[config.mk]
export PLATFORM = sky130hd
export DESIGN_NAME = gf251_rej_sampler_flat
export DESIGN_NICKNAME = d
export VERILOG_FILES = /design/src/rtl/gf251_rej_sampler_if.sv /design/src/rtl/gf251_rej_sampler.sv /design/src/flat_wrapper.sv
export SDC_FILE = /design/constraint.sdc
export NUM_CORES = 1
export LEC_CHECK = 0
export ABC_AREA = 1
export BUFFER_PORTS_ARGS = -buffer_cell sky130_fd_sc_hd__buf_4
export CAP_MARGIN = 40
export CORE_UTILIZATION = 55
export DETAILED_ROUTE_END_ITERATION = 6
export GPL_ROUTABILITY_DRIVEN = 0
export PLACE_DENSITY = 0.82
export SLEW_MARGIN = 20
export SYNTH_ARGS = -nofsm -noshare
export SYNTH_HDL_FRONTEND = slang
export SYNTH_SLANG_ARGS = --single-unit
[constraint.sdc]
create_clock -name i_clk -period 2.5 [get_ports i_clk]
set_clock_uncertainty 0.05 [all_clocks]
set_input_delay 0.375 -clock i_clk [delete_from_list [all_inputs] [get_ports i_clk]]
set_output_delay 0.375 -clock i_clk [all_outputs]
set_load 0.05 [all_outputs]
[src/rtl/gf251_rej_sampler_if.sv]
// Stream bundle for gf251_rej_sampler: raw random words in, GF(251) elements out.
// The master side drives words and element acceptance; the slave side is the sampler.
interface gf251_rej_sampler_if #(
  parameter int WIDTH = 32
);
  logic [WIDTH-1:0] in_word;
  logic             in_valid;
  logic             in_ready;
  logic [7:0]       out;
  logic             out_valid;
  logic             out_ready;

  modport master (
    output in_word, in_valid, out_ready,
    input  in_ready, out, out_valid
  );

  modport slave (
    input  in_word, in_valid, out_ready,
    output in_ready, out, out_valid
  );
endinterface

[src/rtl/gf251_rej_sampler.sv]
// Rejection sampler: scans random words byte by byte and emits N_ELEM uniform GF(251)
// elements per job on a valid/ready stream, then pulses done for one cycle.
module gf251_rej_sampler #(
  parameter int WIDTH  = 32,
  parameter int N_ELEM = 16
) (
  input  logic                  i_clk,
  input  logic                  i_rst,
  input  logic                  start,
  gf251_rej_sampler_if.slave    stream,
  output logic                  busy,
  output logic                  done
);
  localparam int NB = WIDTH / 8;
  localparam int IW = (NB > 1) ? $clog2(NB) : 1;
  localparam int CW = $clog2(N_ELEM + 1);

  typedef enum logic [1:0] {
    IDLE = 2'd0,
    LOAD = 2'd1,
    SCAN = 2'd2,
    DONE = 2'd3
  } state_t;

  state_t           state_r;
  state_t           nxt_state_s;
  logic [WIDTH-1:0] word_r;
  logic [WIDTH-1:0] nxt_word_s;
  logic [IW-1:0]    idx_r;
  logic [IW-1:0]    nxt_idx_s;
  logic [CW-1:0]    cnt_r;
  logic [CW-1:0]    nxt_cnt_s;
  logic [7:0]       cur_byte_s;
  logic [7:0]       nxt_byte_s;
  logic [7:0]       out_r;
  logic             out_valid_r;
  logic             in_ready_r;
  logic             busy_r;
  logic             done_r;
  logic             accept_s;
  logic             hs_s;
  logic             last_s;

  // A byte is a field element exactly when it is 0..250; 251..255 are rejected.
  function automatic logic in_field(input logic [7:0] b);
    return (b < 8'd251);
  endfunction

  // Decode the byte under the scan pointer and the element handshake.
  always_comb begin
    cur_byte_s = word_r[{idx_r, 3'b000} +: 8];
    accept_s   = in_field(cur_byte_s);
    hs_s       = (state_r == SCAN) && accept_s && stream.out_ready;
    last_s     = (idx_r == IW'(NB - 1));
  end

  // Next-state, word, index and count logic; also selects the byte visible next cycle.
  always_comb begin
    nxt_state_s = state_r;
    nxt_word_s  = word_r;
    nxt_idx_s   = idx_r;
    nxt_cnt_s   = cnt_r;
    case (state_r)
      IDLE: begin
        if (start) begin
          nxt_state_s = LOAD;
        end else begin
          nxt_state_s = IDLE;
        end
      end
      LOAD: begin
        if (stream.in_valid) begin
          nxt_word_s  = stream.in_word;
          nxt_idx_s   = {IW{1'b0}};
          nxt_state_s = SCAN;
        end else begin
          nxt_state_s = LOAD;
        end
      end
      SCAN: begin
        if (hs_s && (cnt_r == CW'(N_ELEM - 1))) begin
          // Job complete: any bytes left in the word are dropped.
          nxt_cnt_s   = cnt_r + CW'(1);
          nxt_state_s = DONE;
        end else if (hs_s || !accept_s) begin
          if (hs_s) begin
            nxt_cnt_s = cnt_r + CW'(1);
          end else begin
            nxt_cnt_s = cnt_r;
          end
          if (last_s) begin
            nxt_state_s = LOAD;
          end else begin
            nxt_idx_s   = idx_r + IW'(1);
            nxt_state_s = SCAN;
          end
        end else begin
          // Accepted byte waiting for out_ready: everything holds.
          nxt_state_s = SCAN;
        end
      end
      DONE: begin
        nxt_cnt_s   = {CW{1'b0}};
        nxt_state_s = IDLE;
      end
      default: begin
        nxt_cnt_s   = {CW{1'b0}};
        nxt_state_s = IDLE;
      end
    endcase
    nxt_byte_s = nxt_word_s[{nxt_idx_s, 3'b000} +: 8];
  end

  // State and datapath registers; outputs are registered from the next-state view.
  always_ff @(posedge i_clk or posedge i_rst) begin
    if (i_rst) begin
      state_r     <= IDLE;
      word_r      <= {WIDTH{1'b0}};
      idx_r       <= {IW{1'b0}};
      cnt_r       <= {CW{1'b0}};
      out_r       <= 8'd0;
      out_valid_r <= 1'b0;
      in_ready_r  <= 1'b0;
      busy_r      <= 1'b0;
      done_r      <= 1'b0;
    end else begin
      state_r     <= nxt_state_s;
      word_r      <= nxt_word_s;
      idx_r       <= nxt_idx_s;
      cnt_r       <= nxt_cnt_s;
      out_valid_r <= (nxt_state_s == SCAN) && in_field(nxt_byte_s);
      out_r       <= ((nxt_state_s == SCAN) && in_field(nxt_byte_s)) ? nxt_byte_s : 8'd0;
      in_ready_r  <= (nxt_state_s == LOAD);
      busy_r      <= (nxt_state_s != IDLE);
      done_r      <= (nxt_state_s == DONE);
    end
  end

  assign stream.in_ready  = in_ready_r;
  assign stream.out       = out_r;
  assign stream.out_valid = out_valid_r;
  assign busy             = busy_r;
  assign done             = done_r;
endmodule
[src/flat_wrapper.sv]
// flat-port wrapper written by rule: the top's interface ports become plain ports
module gf251_rej_sampler_flat 
#(
  parameter int WIDTH  = 32,
  parameter int N_ELEM = 16
)
  (i_clk, i_rst, start, busy, done, stream_in_word, stream_in_valid, stream_out_ready, stream_in_ready, stream_out, stream_out_valid);
  gf251_rej_sampler_if #(.WIDTH(WIDTH)) stream_i ();
  input  logic i_clk;
  input  logic i_rst;
  input  logic start;
  output logic busy;
  output logic done;
  input wire logic [$bits(stream_i.in_word)-1:0] stream_in_word;
  input wire logic [$bits(stream_i.in_valid)-1:0] stream_in_valid;
  input wire logic [$bits(stream_i.out_ready)-1:0] stream_out_ready;
  output wire logic [$bits(stream_i.in_ready)-1:0] stream_in_ready;
  output wire logic [$bits(stream_i.out)-1:0] stream_out;
  output wire logic [$bits(stream_i.out_valid)-1:0] stream_out_valid;
  assign stream_i.in_word = stream_in_word;
  assign stream_i.in_valid = stream_in_valid;
  assign stream_i.out_ready = stream_out_ready;
  assign stream_in_ready = stream_i.in_ready;
  assign stream_out = stream_i.out;
  assign stream_out_valid = stream_i.out_valid;
  gf251_rej_sampler #(.WIDTH(WIDTH), .N_ELEM(N_ELEM)) u_core (.i_clk(i_clk), .i_rst(i_rst), .start(start), .stream(stream_i), .busy(busy), .done(done));
endmodule
# ---- Word level (Yosys, flattened, before mapping)
# Cells that the tools add are included.
dict set report totals {
  reg_bits 53
  input_bits 37
  out_inout_bits 12
  elab_cells 53
}
dict set report classes {
  n_addsub 2
  n_lt_le_gt_ge 2
  n_eq_ne 10
  shifts 2
  muxes 18
  n_reduce_logical 10
}
# operator n
set op_table {}
lappend op_table {{$mux 32} 2}
lappend op_table {{$shiftx 32x6->8} 2}
lappend op_table {{$lt 8x8->1 const B} 2}
lappend op_table {{$mux 2} 8}
lappend op_table {{$mux 5} 3}
lappend op_table {{$eq 2x2->1 const B} 5}
lappend op_table {{$pmux 5 s2} 1}
lappend op_table {{$mux 8} 1}
lappend op_table {{$pmux 2 s4} 1}
lappend op_table {{$add 5x1->5 const B} 1}
lappend op_table {{$eq 5x4->1 const B} 1}
lappend op_table {{$eq 2x1->1 const B} 2}
lappend op_table {{$logic_and 1x1->1} 4}
lappend op_table {{$pmux 2 s2} 1}
lappend op_table {{$reduce_bool 2->1} 2}
lappend op_table {{$ne 3x2->1 const B} 1}
lappend op_table {{$ne 3x3->1 const B} 1}
lappend op_table {{$reduce_and 3->1} 1}
lappend op_table {{$add 2x1->2 const B} 1}
lappend op_table {{$logic_not 2->1} 1}
lappend op_table {{$logic_not 1->1} 1}
lappend op_table {{$logic_or 1x1->1} 1}
lappend op_table {{$mux 1} 1}

# ---- Longest topological paths before layout
# Gate-level depths: netlist of the first run.
dict set report logic_depth {
  word_depth 12
  depth_mapped 23
  depth_no_buf 21
}

# ---- Worst setup path before layout of the first run
# No wires, ideal clock.
dict set report synth_path {
  path_kind {register to register}
  startpoint {reg u_core.idx_r[0]}
  endpoint {reg u_core.out_r[3] (netlist: u_core.stream.out[3])}
  setup_ns 0.118
  t_arrival_ns 2.084
  required_time_ns 2.332
  slack_ns 0.248
  path_stages_with_launch 22
  path_buffers 3
  period_less_slack_ns 2.252
  path_cell_list {dfrtp_1 -> buf_6 -> buf_6 -> nand2_1 -> nand3_1 -> nand2_1 -> nand2_1 -> nor2_2 -> nand3_2 -> o21ai_2 -> nand2_2 -> nand2_2 -> nand2_4 -> nand2_4 -> buf_6 -> nand2_1 -> nand3_1 -> nand2_1 -> nor2_1 -> nand3_2 -> nand2_4 -> nor2_1}
}
dict set report synth_between {
  elab_chain_len 12
  word_cells_on_any_way 23
  cone_classes {1 x add/sub; 2 x order compare; 2 x eq/ne; 2 x shift; 10 x mux; 6 x reduce/logical}
}
# element line
set synth_rtl {}
lappend synth_rtl {{start, declared} gf251_rej_sampler.sv:29} ;# logic [IW-1:0] idx_r;
lappend synth_rtl {{start signal, assigned} gf251_rej_sampler.sv:119} ;# idx_r <= {IW{1'b0}};
lappend synth_rtl {{start signal, assigned} gf251_rej_sampler.sv:129} ;# idx_r <= nxt_idx_s;
lappend synth_rtl {{$shiftx 32x6->8} gf251_rej_sampler.sv:51} ;# cur_byte_s = word_r[{idx_r, 3'b000} +: 8];
lappend synth_rtl {{$lt 8x8->1} gf251_rej_sampler.sv:46} ;# return (b < 8'd251);
lappend synth_rtl {{$logic_and 1x1->1 (2 in series)} gf251_rej_sampler.sv:53} ;# hs_s = (state_r == SCAN) && accept_s && stream.out_ready;
lappend synth_rtl {{$logic_or 1x1->1} gf251_rej_sampler.sv:85} ;# end else if (hs_s || !accept_s) begin
lappend synth_rtl {{$mux 2} gf251_rej_sampler.sv:85}
lappend synth_rtl {{$mux 2} gf251_rej_sampler.sv:81} ;# if (hs_s && (cnt_r == CW'(N_ELEM - 1))) begin
lappend synth_rtl {{$pmux 2 s2} gf251_rej_sampler.sv:63} ;# case (state_r)
lappend synth_rtl {{$shiftx 32x6->8} gf251_rej_sampler.sv:111} ;# nxt_byte_s = nxt_word_s[{nxt_idx_s, 3'b000} +: 8];
lappend synth_rtl {{$lt 8x8->1} gf251_rej_sampler.sv:46}
lappend synth_rtl {{$logic_and 1x1->1} gf251_rej_sampler.sv:132} ;# out_r <= ((nxt_state_s == SCAN) && in_field(nxt_byte_s)) ? nxt_byte_s : 8'd0;
lappend synth_rtl {{$mux 8 *} gf251_rej_sampler.sv:132}
lappend synth_rtl {{end signal, assigned} gf251_rej_sampler.sv:132}
lappend synth_rtl {{end, declared} gf251_rej_sampler.sv:35} ;# logic [7:0] out_r;
# Mark *: on every way between the ends. The rest lies on a longest branch, timed or not.
# A chain may end at the register's enable or synchronous reset.

# ---- Worst setup path after layout of the first run
# Same ends and word-level chain as after synthesis.

==> impl_metrics.csv, run 1 <==
group,metric,value,unit
status,status,"finished, violations left",
status,violations,"setup timing",
critical_path,slowest_stage,"dfrtp_2",
sta,tightest_slew,0.557,ns
detailed_routing,wl,8070,µm
final_layout,drive_gt1_share,34.1,%
critical_path,critPathLaunchType,"flip-flop",
final_layout,layout.cells.non_filler,519,
detailed_routing,vias,2833,
critical_path,rr_worst_depth,20,
global_routing,grt_max_degree,33,
clock_tree,worstSkewPairLatency,0.31,ns
detailed_routing,vias_per_cell,5.46,
floorplanning,ioPinCount,49,
floorplanning,row_count,26,
clock_tree,cts_root_buf,"clkbuf_8",
final_layout,area_growth_syn_to_layout,32.2,%
final_layout,seq_area,1330,µm²
pwr,p_total,4.19,mW
critical_path,regToRegSetupSlack,-0.21,ns
place,hpwl,4940,µm
detailed_routing,drtAntennaViolNets,0,
place,place_area,3360,µm²
place,portBuffers,48,
detailed_routing,routedWlPerCell,15.6,µm
critical_path,crit_top_cell,"nand2_2",
synthesis,ys.flop_type,"dfrtp_1",
sta,rsz0062_at_grt,"yes",
clock_tree,path_clk_slew,0.10,ns
synthesis,synthArstFlopShare,100,%
sta,hold_viol,0,
final_layout,num-fill-cells,355,
synthesis,yosysWarnings,0,
sta,setup_slack,-0.213,ns
detailed_routing,first_pass_iters,5,
flow_run,cap_violations,0,
place,place_ws,-0.0340,ns
sta,slew_viol_final,0,
synthesis,synthCells,383,
final_layout,diodes,0,
global_routing,globalRouteTotalUtil,26.2,%
global_routing,grt_pass1_vias,2472,
synthesis,yosysUniqueCellTypes,27,
pwr,leakage,2.07,nW
clock_tree,numClockSinks,53,
detailed_routing,drc,0,
critical_path,crit_family,"simple AND/OR/NAND/NOR gates",
final_layout,final_cell_mix,"89 x nand2_1, 65 x inv_1, 61 x buf_4",
clock_tree,cts_inserted_buffers,5,
critical_path,crit_type,"reg2reg",
synthesis,syn_nets,426,
sta,layout_min_cycle_time,2.71,ns
pwr,irDropWorstVdd,575,µV
critical_path,path_buf_inv,1,
floorplanning,die_h,74.6,µm
final_layout,multiInputGateArea,1480,µm²
final_layout,nets,491,
global_routing,antenna_found_initial,0,
critical_path,crit_chain,"buf_6 > nand2_1 > nand3_1 > nand2_1 > nand2_1 > nor2_2 > nand3_4 > o21ai_4 > nand2_2 > nand2_4 > nand2_8 > nand2_8 > nand2_2 > nand3_2 > nand2_2 > nand2_2 > nand2_2 > nand3_2 > nand2_4 > nor2_1",
synthesis,synth_seq_cells,53,
synthesis,synth_edf_count,0,
sta,slew_headroom,62.5,%
critical_path,required,2.71,ns
sta,setup_viol,9,
hold_path,hold_path.class,"in2async",
final_layout,final_common_cell,"nand2_1",
sta,fmax,369,MHz
critical_path,endpoint_kind,"flip-flop",
sta,period_share,109,%
floorplanning,core-area,5110,µm²
synthesis,ys_seq_area_share,45.7,%
clock_tree,cts_tree,"done",
clock_tree,htreeDepth,2,
sta,fin_tns_setup,-1.72,ns
critical_path,regToRegEndpoint,"u_core.stream.out[3]",
place,dp_cells,502,
critical_path,arrival,2.92,ns
global_routing,overflow,0,
global_routing,grt_first_pass_wirelength,10900,µm
pwr,powerDensity,1090,nW/µm²
clock_tree,postCtsHoldBufs,0,
floorplanning,die-width,74.6,µm
final_layout,final_cell_area,3830,µm²
detailed_routing,drt_iter0_drc,242,
synthesis,avgSynthCellArea,7.57,µm²
floorplanning,start_util,56.8,%
critical_path,slowest_delay,0.53,ns
synthesis,synthesis.area,2900,µm²
critical_path,timing.rr.start,"u_core.idx_r[0]",
critical_path,worstPathMaxFanout,8,
clock_tree,clockBufferDepth,2,
floorplanning,die-area,5570,µm²
[where the power goes]
group	internal [mW]	total, mW	switching (mW)
registers	1.21	1.37	0.166
clock network	0.197	0.500	0.303
logic	0.803	2.32	1.51
[cell families after synthesis]
| logic type | count (synthesis) | share of synthesized area (%) |
|---|---|---|
| and+or+nand+nor | 188 | 27.8 |
| DFF | 53 | 45.7 |
| adders and majority gates | 6 | 2.59 |
| buffers and inverters | 86 | 12.5 |
| muxes | 10 | 3.80 |
| AOI/OAI and AO/OA | 40 | 7.60 |
[area by class of cell]
class	count	share of cell area [%]
Inverter	74	7.44
Clock buffer	5	1.80
Sequential cell	53	34.6
Multi-Input combinational cell	247	38.6
Timing Repair Buffer	67	14.6
Tap cell	70	2.29
Clock inverter	3	0.588
[worst register-to-register path: cells and delay by family, from the launching register on]
| family | cells | cell delay [ns] |
|---|---|---|
| AOI/OAI and AO/OA | 1 | 0.11 |
| and+or+nand+nor | 18 | 1.80 |
| DFF | 1 | 0.53 |
| buffers and inverters | 1 | 0.17 |
[routing by layer]
| metal | global-route usage (%) | wire length, µm | vias up |
|---|---|---|---|
| met5 | 0 | 0 | - |
| met4 | 9.22 | 231 | 0 |
| met3 | 4.34 | 602 | 29 |
| met2 | 43.6 | 4010 | 174 |
| met1 | 34.8 | 3230 | 1318 |
| li1 | - | - | 1312 |
[Yosys cell counts (3+ instances only)]
library cell / instances / area share [%]
ha_1: 6 / 2.6
o21ai_0: 22 / 3.8
nand2_4: 3 / 1.2
inv_1: 69 / 8.9
nand3_1: 40 / 6.9
nand2_1: 112 / 15
dfrtp_1: 53 / 46
buf_6: 4 / 1.6
nand2_2: 3 / 0.65
clkbuf_1: 5 / 0.65
a21oi_1: 8 / 1.4
inv_2: 5 / 0.65
mux2_2: 8 / 3.1
o22ai_1: 3 / 0.65
nor2_1: 24 / 3.1
[flip-flops by register name, summed over array words and instances, names as in the netlist]
register	cells
u_core.cnt_r	5
u_core.busy	1
u_core.stream.in_ready	1
u_core.state_r	2
u_core.idx_r	2
u_core.stream.out_valid	1
u_core.word_r	32
u_core.done	1
u_core.stream.out	8
[worst max-delay path by stage]
stage / start / end / slack [ns] / cells past startpoint
global placement: u_core.idx_r[0] / u_core.stream.out[6] / 0.06 / 20
CTS: u_core.idx_r[0] / u_core.stream.out[2] / 0.03 / 20
finish: u_core.idx_r[0] / u_core.stream.out[3] / -0.21 / 20
detailed placement: u_core.idx_r[0] / u_core.stream.out[2] / -0.03 / 20
floorplan: u_core.idx_r[0] / u_core.stream.out[3] / 0.25 / 21
global route: u_core.idx_r[0] / u_core.stream.out[5] / -0.32 / 21
[per-stage QoR]
stage / utilization, % / hold slack [ns]
final: 75.0 / 0.00204
after global placement: 65.8 / 0.356
after global routing: 75.0 / 0.0405
after floorplan: - / 0.418
after CTS: 68.5 / 0.0179
after detailed placement: 65.8 / 0.358
[what timing repair did]
| action | in CTS | in global routing |
|---|---|---|
| gates cloned | 1 | 4 |
| resized for setup | 8 | 64 |
| endpoints found under the setup margin | 8 | 10 |
| endpoints found under the hold margin | 0 | 0 |
| pin swaps | 1 | 6 |
| buffers inserted | 0 | 4 |
Power figures use the tool's default switching activity.
==> inputs of run 2 (changes only) <==
--- a/config.mk
+++ b/config.mk
@@ -11,7 +11,7 @@
 export CORE_UTILIZATION = 55
 export DETAILED_ROUTE_END_ITERATION = 6
 export GPL_ROUTABILITY_DRIVEN = 0
-export PLACE_DENSITY = 0.82
+export PLACE_DENSITY = 0.78
 export SLEW_MARGIN = 20
 export SYNTH_ARGS = -nofsm -noshare
 export SYNTH_HDL_FRONTEND = slang
==> run 2 against run 1 <==
  * The flow still finishes with violations (setup timing)
  * Power increased by 2.2%
  * Highest routed layer unchanged
  * Global-route usage decreased by 0.065 points
  * Critical path type unchanged
  * Non-clock buffer count increased by 3
  * Clock power increased by 20%
  * Combinational power about the same
  * Final cell count increased by 0.77%
  * Count of clock-buffer cells in the layout unchanged
  * Sequential share of layout area increased by 0.15 points
==> impl_metrics.csv, run 2 (same netlist as run 1, synthesis figures left out) <==
group,metric,value,unit
status,status,"finished, violations left",
status,violations,"setup timing",
final_layout,final_common_cell,"nand2_1",
global_routing,grt_first_pass_wirelength,10700,µm
critical_path,cp-startpoint,"u_core.idx_r[0]",
critical_path,arrival,2.81,ns
flow_run,cap_violations,0,
hold_path,hold_path.class,"in2async",
sta,tightest_slew,0.505,ns
floorplanning,core-area,5110,µm²
global_routing,gr-usage-met2,46.7,%
critical_path,rr_worst_depth,20,
detailed_routing,wl,7870,µm
final_layout,final_core_util,74.8,%
place,place_area,3370,µm²
sta,hold_viol,0,
final_layout,diodes,0,
critical_path,worstPathMaxFanout,8,
clock_tree,cts_inserted_buffers,5,
critical_path,regToRegSetupSlack,-0.11,ns
final_layout,final_cell_area,3820,µm²
clock_tree,clockBufferDepth,2,
detailed_routing,vias_per_cell,5.35,
pwr,powerDensity,1120,nW/µm²
place,hpwl,5080,µm
floorplanning,start_util,56.8,%
floorplanning,row_count,26,
floorplanning,die-width,74.6,µm
detailed_routing,drt_iter0_drc,176,
place,dp_cells,501,
sta,slew_headroom,66.3,%
global_routing,globalRouteTotalUtil,26.2,%
global_routing,met1_usage,32.5,%
sta,setup_slack,-0.112,ns
sta,fmax,383,MHz
clock_tree,path_clk_slew,0.10,ns
sta,period_share,104,%
detailed_routing,vias,2798,
sta,rsz0062_at_grt,"yes",
sta,layout_min_cycle_time,2.61,ns
critical_path,regToRegEndpoint,"u_core.stream.out[5]",
pwr,p_total,4.28,mW
detailed_routing,routedWlPerCell,15.1,µm
clock_tree,cts_root_buf,"clkbuf_8",
place,place_ws,-0.118,ns
final_layout,largest_reg_flops,32,
clock_tree,numClockSinks,53,
detailed_routing,first_pass_iters,5,
global_routing,use_met3,4.88,%
global_routing,top_usage_layer,"met2",
pwr,irDropWorstVdd,614,µV
global_routing,antenna_found_initial,0,
global_routing,grt_pass1_vias,2381,
final_layout,nets,495,
floorplanning,die_h,74.6,µm
global_routing,overflow,0,
critical_path,crit_type,"reg2reg",
sta,slew_viol_final,0,
detailed_routing,drtAntennaViolNets,0,
clock_tree,cts_tree,"done",
critical_path,required,2.70,ns
sta,setup_viol,9,
global_routing,grt_max_degree,34,
critical_path,timing.rr.start,"u_core.idx_r[0]",
clock_tree,htreeDepth,2,
final_layout,area_growth_syn_to_layout,31.8,%
floorplanning,die-area,5570,µm²
final_layout,layout.cells.non_filler,523,
detailed_routing,drc,0,
sta,holdWs,0.0298,ns
final_layout,top_register,"u_core.word_r",
critical_path,endpoint_kind,"flip-flop",
critical_path,critPathLaunchType,"flip-flop",
final_layout,drive_gt1_share,32.5,%
final_layout,final_cell_mix,"96 x nand2_1, 66 x inv_1, 66 x buf_4",
pwr,leakage,2.08,nW
floorplanning,ioPinCount,49,
place,portBuffers,48,
clock_tree,worstSkewPairLatency,0.31,ns
sta,fin_tns_setup,-0.754,ns
-- run 2: changes by cell type in the layout (fill, tap and decap cells not counted), sizes merged --
cell,delta
buf,+5
bufinv,+1
clkbuf,-2
clkinv,+1
clkinvlp,-2
nand2,+1
-- run 2: worst max-delay path by stage --
stage	to	cells after the start	slack, ns
after floorplan	u_core.stream.out[3]	21	0.25
after global placement	u_core.stream.out[3]	19	0.04
after detailed placement	u_core.stream.out[5]	19	-0.12
after CTS	u_core.stream.out[5]	19	0.01
after global routing	u_core.stream.out[6]	21	-0.28
final	u_core.stream.out[5]	20	-0.11
-- run 2: power by group --
part | switching, mW | internal [mW] | leakage [nW]
clock | 0.298 | 0.300 | 0.0543
sequential | 0.161 | 1.21 | 0.631
combinational | 1.50 | 0.817 | 1.39
-- run 2: area by class of cell --
class                           instances  area, µm²
Clock inverter                          3       46.3
Tap cell                               70       87.6
Timing Repair Buffer                   70        549
Inverter                               74        285
Fill cell                             388       1290
Sequential cell                        53       1330
Multi-Input combinational cell        248       1450
Clock buffer                            5       68.8
-- run 2: metal layers --
metal  share of wire, %  up-vias
met5                  0        -
met4                3.0        0
met3                7.0       26
met2                 50      115
met1                 40     1329
li1                   -     1328
-- run 2: repair_timing --
| action | 4_1_cts | 5_1_grt |
|---|---|---|
| buffers inserted | 0 | 9 |
| setup endpoints to repair | 9 | 9 |
| resized for setup | 13 | 46 |
| cloned | 1 | 4 |
| pin swaps | 2 | 14 |
| hold buffers | 0 | 0 |
-- run 2: worst max-delay path, stage by stage (launching register included) --
cell and delay, ns:
dfrtp_2 0.50, buf_6 0.16, o21ai_0 0.15, nand2_1 0.07, nand2_1 0.06, nand2_1 0.05, inv_1 0.08, nand3_2 0.12
o21ai_4 0.11, nand2_2 0.09, nand2_4 0.15, nand2_4 0.10, nand2_4 0.10, nand2_1 0.07, nand3_1 0.13, nand2_2 0.09
nand2_2 0.09, nand2_2 0.06, nand3_2 0.09, nand2_4 0.09, nor2_1 0.11
